$ cat src/rtl/pulse_sync_rx_multi.sv
// pulse_sync_rx_multi
//
// Multi-channel receiver for toggle-encoded events that cross from a foreign
// clock domain. Each channel synchronizes its toggle line and detects level
// changes. Detected events are queued in a small saturating pending counter,
// and the channel acknowledges each stored event back to its source by
// flipping ack_tgl.
//
// Ports
//   clk        : sole clock, all state on the rising edge
//   rst        : asynchronous active-low reset
//   tgl_in     : [CH] toggle-encoded events; each level change is one event
//   evt_ready  : [CH] consumer takes one pending event this cycle
//   ovf_clr    : [CH] single-cycle clear of the sticky overflow flag
//   evt_pulse  : [CH] one-cycle pulse per detected event
//   evt_valid  : [CH] channel holds at least one pending event
//   ack_tgl    : [CH] flips once per stored event (not for dropped events)
//   ovf        : [CH] sticky flag, set when an event was dropped on a full counter
//   busy       : some channel has an event in flight or pending
module pulse_sync_rx_multi #(
  parameter int CH          = 3,
  parameter int SYNC_STAGES = 2,
  parameter int CNT_W       = 2
) (
  input  logic          clk,
  input  logic          rst,
  input  logic [CH-1:0] tgl_in,
  input  logic [CH-1:0] evt_ready,
  input  logic [CH-1:0] ovf_clr,
  output logic [CH-1:0] evt_pulse,
  output logic [CH-1:0] evt_valid,
  output logic [CH-1:0] ack_tgl,
  output logic [CH-1:0] ovf,
  output logic          busy
);

  generate
    if (CH < 1 || SYNC_STAGES < 2 || CNT_W < 1) begin : g_bad_param
      $error("pulse_sync_rx_multi: illegal parameters (need CH>=1, SYNC_STAGES>=2, CNT_W>=1)");
    end
  endgenerate

  localparam logic [CNT_W-1:0] CNT_MAX = '1;

  logic [CH-1:0][SYNC_STAGES-1:0] sync_p0;
  logic [CH-1:0]                  edge_ref_p1;
  logic [CH-1:0][CNT_W-1:0]       cnt_p2;

  logic [CH-1:0] evt_edge;
  logic [CH-1:0] accept;
  logic [CH-1:0] stored;
  logic [CH-1:0] dropped;

  // The counter saturates at CNT_MAX and never goes below zero. An event that
  // arrives together with an accept replaces the one consumed, so the count
  // holds.
  function automatic logic [CNT_W-1:0] sat_cnt_next(
    input logic [CNT_W-1:0] cnt,
    input logic             evt,
    input logic             acc
  );
    logic [CNT_W-1:0] nxt;
    nxt = cnt;
    if (evt && !acc && (cnt != CNT_MAX)) begin
      nxt = cnt + CNT_W'(1);
    end else if (!evt && acc) begin
      nxt = cnt - CNT_W'(1);
    end
    return nxt;
  endfunction

  always_comb begin
    evt_edge  = '0;
    accept    = '0;
    stored    = '0;
    dropped   = '0;
    evt_valid = '0;
    for (int i = 0; i < CH; i++) begin
      evt_valid[i] = (cnt_p2[i] != '0);
      evt_edge[i]  = sync_p0[i][SYNC_STAGES-1] ^ edge_ref_p1[i];
      // evt_ready is ignored while nothing is pending.
      accept[i]    = evt_valid[i] & evt_ready[i];
      stored[i]    = evt_edge[i] & (accept[i] | (cnt_p2[i] != CNT_MAX));
      dropped[i]   = evt_edge[i] & ~accept[i] & (cnt_p2[i] == CNT_MAX);
    end
  end

  // Busy also covers events still travelling through the synchronizer. Any
  // sync stage that differs from the edge reference is an in-flight event.
  always_comb begin
    busy = 1'b0;
    for (int i = 0; i < CH; i++) begin
      if ((cnt_p2[i] != '0) ||
          ((sync_p0[i] ^ {SYNC_STAGES{edge_ref_p1[i]}}) != '0)) begin
        busy = 1'b1;
      end
    end
  end

  always_ff @(posedge clk or negedge rst) begin
    if (!rst) begin
      sync_p0     <= '0;
      edge_ref_p1 <= '0;
      cnt_p2      <= '0;
      evt_pulse   <= '0;
      ack_tgl     <= '0;
      ovf         <= '0;
    end else begin
      for (int i = 0; i < CH; i++) begin
        // p0: synchronizer chain
        sync_p0[i] <= {sync_p0[i][SYNC_STAGES-2:0], tgl_in[i]};
        // p1: edge reference
        edge_ref_p1[i] <= sync_p0[i][SYNC_STAGES-1];
        // p2: event pulse, pending count, acknowledge, overflow
        evt_pulse[i] <= evt_edge[i];
        cnt_p2[i]    <= sat_cnt_next(cnt_p2[i], evt_edge[i], accept[i]);
        if (stored[i]) begin
          ack_tgl[i] <= ~ack_tgl[i];
        end
        // An overflow in the same cycle as a clear keeps the flag set.
        if (dropped[i]) begin
          ovf[i] <= 1'b1;
        end else if (ovf_clr[i]) begin
          ovf[i] <= 1'b0;
        end
      end
    end
  end

endmodule

$ cat config.mk
export PLATFORM = sky130hd
export DESIGN_NAME = pulse_sync_rx_multi
export DESIGN_NICKNAME = d
export VERILOG_FILES = /design/src/rtl/pulse_sync_rx_multi.sv
export SDC_FILE = /design/constraint.sdc
export NUM_CORES = 1
export LEC_CHECK = 0
export BUFFER_PORTS_ARGS = -buffer_cell sky130_fd_sc_hd__clkbuf_2
export CAP_MARGIN = 20
export CORE_AREA = 5 5 53 55
export DETAILED_ROUTE_END_ITERATION = 8
export DIE_AREA = 0 0 58 60
export PLACE_DENSITY = 0.7
export SLEW_MARGIN = 20
export SYNTH_ARGS = -nofsm -noshare
export SYNTH_HDL_FRONTEND = slang
export SYNTH_SLANG_ARGS = --single-unit
$ cat constraint.sdc
create_clock -name clk -period 1.95 [get_ports clk]
set_input_delay 0.39 -clock clk [delete_from_list [all_inputs] [get_ports clk]]
set_output_delay 0.39 -clock clk [all_outputs]
set_load 0.03 [all_outputs]
== Word-level counts from Yosys, hierarchy flattened ==
Index checks and enable logic that the tools add are counted.
Storage, ports and cells
  register bits after elaboration: 24
  logic and storage cells: 98
Cells by class
  add/sub/neg operators: 6
  equal/unequal tests: 6
  multiplexer cells: 15
  bitwise gates (word level): 27
  reductions and logical operators: 30
Operators by type and width (number)
  nonzero test 2 bit: 12
  bitwise AND 1 bit: 12
  two-way mux 2 bit: 6
  logical AND 1 bit: 9
  two-way mux 1 bit: 9
  adder 2 x 1 -> 2 bit (second input constant): 3
  == test 2 bit (second input constant): 3
  logical NOT 1 bit: 6
  inequality test 2 bit (second input constant): 3
  inverter 1 bit: 6
  subtractor 2 x 1 -> 2 bit (second input constant): 3
  bitwise XOR 2 bit: 3
  logical OR 1 bit: 3
  bitwise OR 1 bit: 3
  bitwise XOR 1 bit: 3

== Depth between registers and ports, before layout ==
  depth in word-level cells: 6
  mapped depth: 4
  gate-level depth less buffers: 4

== Worst setup path before layout ==
OpenSTA, ideal clock, no wires.
  path type: reg2out
  start point: register cnt_p2[2] (netlist bit)
  end point: output busy
  data arrival time: 1.619 ns
  required time: 1.560 ns
  slack: -0.059 ns
  stages on the path, launching flop included: 4
  path through: dfrtp_1 -> or2_1 -> or2_0 -> or4_1
Between the ends
  cells in the longest elaborated chain, start to end: 4
Ends and longest elaborated chain
  start: declaration: RTL line 47  | logic [CH-1:0][CNT_W-1:0] cnt_p2;
  start signal: indexed assignment: RTL line 116  | cnt_p2[i] <= sat_cnt_next(cnt_p2[i], evt_edge[i], accept[i]);
  nonzero test 2 bit
  via evt_valid[1]: RTL line 31  | output logic [CH-1:0] evt_valid,
  logical OR 1 bit: RTL line 93  | if ((cnt_p2[i] != '0) ||
  two-way mux 1 bit (2 in a row): RTL line 93
  end: declaration: RTL line 34  | output logic busy
The timed path passes the listed nets, and every way through them passes these cells.

== Final worst setup path ==
  start point: register cnt_p2[0] (netlist bit)
  end point: output busy
Between the ends
  cells in the longest elaborated chain, start to end: 5
Ends and longest elaborated chain (RTL line)
  nonzero test 2 bit: 93
  logical OR 1 bit: 93
  two-way mux 1 bit (3 in a row): 93
No other way between the ends.

==> impl_metrics.json <==
{
  "leakage_nw": 0.591,
  "worstPathArrival_ps": 1820,
  "cts_buffers": 3,
  "ys_seq_area_share_pct": 62.7,
  "grt_pass1_vias": 748,
  "antenna_left": 0,
  "antenna_found_initial": 0,
  "row_count": 18,
  "fin_tns_setup_ps": -258,
  "crit_chain": "or2_1 -> or2_0 -> or4_4 -> buf_8",
  "synth-seq-cells": 24,
  "wire_per_inst_um": 11.1,
  "insertion_delay_ps": 300,
  "dp_hpwl_um": 1300,
  "path_class": "reg2out",
  "via_per_inst": 4.88,
  "post-route-min-period_ps": 2210,
  "placed_area_um2": 1140,
  "finalHoldViolCount": 0,
  "htreeDepth": 1,
  "finalMaxSlewViolations": 0,
  "synthAdderAreaFrac_pct": 0,
  "cts_sinks": 24,
  "cap_violations": 0,
  "routed_wl_um": 1690,
  "fmaxAchievable_ghz": 0.453,
  "place_congestion": 0.692,
  "cts_root_buffer": "clkbuf_4",
  "tightest_slew_ps": 558,
  "start_util_pct": 40.9,
  "netlist_area_um2": 958,
  "drt_pre_antenna_iters": 3,
  "postLayoutCellArea_um2": 1230,
  "slew-limit-headroom_pct": 62.8,
  "synth_top_cell_by_area": "dfrtp_1",
  "synth_warnings": 0,
  "grt_max_degree": 25,
  "grt_overflow_total": 0,
  "drtIter0Drc": 11,
  "worstSetupEndpointType": "output pin",
  "fp.dieW_um": 58,
  "drive_gt1_share_pct": 29.5,
  "design_power_total_mw": 1.69,
  "path_max_fanout": 2,
  "synth_top_area_share_pct": 62.7,
  "grt_pass1_wl_um": 3070,
  "synth_top_family_by_area": "simple AND/OR/NAND/NOR gates",
  "nets": 134,
  "fin_cells": 152,
  "synth-compound-area-share_pct": 10.8,
  "dp.cells": 144,
  "drc_errors": 0,
  "violations": "negative setup slack",
  "postCtsHoldBufs": 0,
  "dieHeight_um": 60,
  "area_growth_pct": 28.3,
  "p_per_area_nw_per_um2": 1380,
  "synthSimpleGateAreaFrac_pct": 13.6,
  "cts_tree": "done",
  "antenna_cells": 0,
  "clk_pin_slew_worst_paths_ps": 120,
  "startpoint_type": "register",
  "port_buffers": 23,
  "core_area_um2": 2340,
  "ios": 24,
  "die_area_um2": 3480,
  "mappedNetlistNets": 99,
  "syn_avg_cell_area_um2": 10.9,
  "crit_slowest_cell": "or4_4",
  "slowest_delay_ps": 500,
  "postSynthCellCount": 88,
  "synth_xor_area_share_pct": 8.22,
  "setup_slack_ps": -258,
  "skew_ps": 1.65,
  "muxShareOfSynthArea_pct": 0,
  "synth.distinct_cells": 15,
  "status": "finished, violations left",
  "grtUsageTotal_pct": 11.4,
  "rsz0062_at_grt": "yes",
  "crit_required_ps": 1560,
  "clock_tree.buffer_depth": 2,
  "synth_area_leaders": "dfrtp_1 63%, xnor2_1 8.2%, o21ai_0 4.7%, inv_1 4.7%, o22ai_1 4.6%",
  "min_period_over_period_pct": 113,
  "whs_ps": 46.6,
  "setup_viol_count_final": 1,
  "dr_total_vias": 741,
  "min_path_type": "in2async",
  "ir_drop_mv": 0.904
}
## cell usage in the layout (no fill, tap or decap)
cell type / instances
and3_1: 3
nor3_1: 6
buf_4: 7
o21ai_0: 9
inv_1: 12
o22ai_1: 7
xnor2_1: 9
or2_1: 2
clkbuf_2: 22
nand3b_1: 3
or2_2: 1
nand2_1: 6
dfrtp_1: 24
clkbuf_4: 3
buf_8: 1
or4_4: 1
nor2_1: 1
bufinv_16: 1
or2_0: 1
a21oi_1: 3
## metal layers
metal  vias up  track usage (%)  wire length (um)
met5         -                0                 0
met4         0             2.65                14
met3         2             4.54               148
met2        22             19.5               825
met1       352             13.6               703
li1        365                -                 -
## cell type report
class / count / area (um2)
Clock buffer: 3 / 22.5
Timing Repair Buffer: 30 / 178
Clock inverter: 1 / 30.0
Inverter: 12 / 45.0
Tap cell: 30 / 37.5
Fill cell: 224 / 1110
Multi-Input combinational cell: 52 / 317
Sequential cell: 24 / 601
## flip-flops by register name, indices dropped and copies added (netlist names)
name / count
sync_p0: 6
ack_tgl: 3
cnt_p2: 6
edge_ref_p1: 3
evt_pulse: 3
ovf: 3
## critical path: cells and delay by family (launching register included)
kind,cells,cell delay (ps)
and+or+nand+nor,3,960
DFF,1,400
buffers and inverters,1,150
## logic make-up after synthesis
kind of cell	count (synthesis)
flip-flops	24
AND/OR/NAND/NOR	24
AO/OA/AOI/OAI	19
buffers and inverters	12
XOR/XNOR	9
## power by group
group | internal, mW | total [mW] | switching, mW
logic | 0.261 | 0.638 | 0.377
registers | 0.623 | 0.708 | 0.0845
clock network | 0.208 | 0.348 | 0.141
## metrics by stage
step | util, % | setup WS (ps)
detailed placement | 48.6 | 25.3
CTS | 52.5 | -270
global route | 52.5 | -333
global placement | 48.6 | 32.6
floorplan | - | 25.2
finish | 52.5 | -258
## path summary, 6_finish.rpt
| path | start | to | slack [ps] | cells after the start |
|---|---|---|---|---|
| setup / recovery | cnt_p2[0]$_DFFE_PN0P_ | busy | -260 | 4 |
| hold / removal | rst | evt_pulse[2]$_DFF_PN0_ | 50 | 1 |
| setup reg to reg | edge_ref_p1[0]$_DFF_PN0_ | cnt_p2[1]$_DFFE_PN0P_ | 580 | 4 |
| hold reg to reg | sync_p0[4]$_DFF_PN0_ | sync_p0[5]$_DFF_PN0_ | 410 | 0 |
| max in group asynchronous | rst | ack_tgl[1]$_DFFE_PN0P_ | 1540 | 1 |
| min in group clk | tgl_in[2] | sync_p0[4]$_DFF_PN0_ | 180 | 1 |
## timing repair
action                                  4_1_cts  5_1_grt
setup buffers                                 4        0
endpoints found under the setup margin        1        1
gates resized for setup                       2        1
pin swaps                                     2        1
## synth_stat cells
library cell,number
nor2_1,1
o21ai_0,9
inv_1,12
or2_1,2
or2_0,1
a21oi_1,3
nor3_1,6
nand3b_1,3
nand2_1,6
or2_2,1
xnor2_1,9
or4_1,1
o22ai_1,7
dfrtp_1,24
and3_1,3
(Power assumes the default switching activity.)
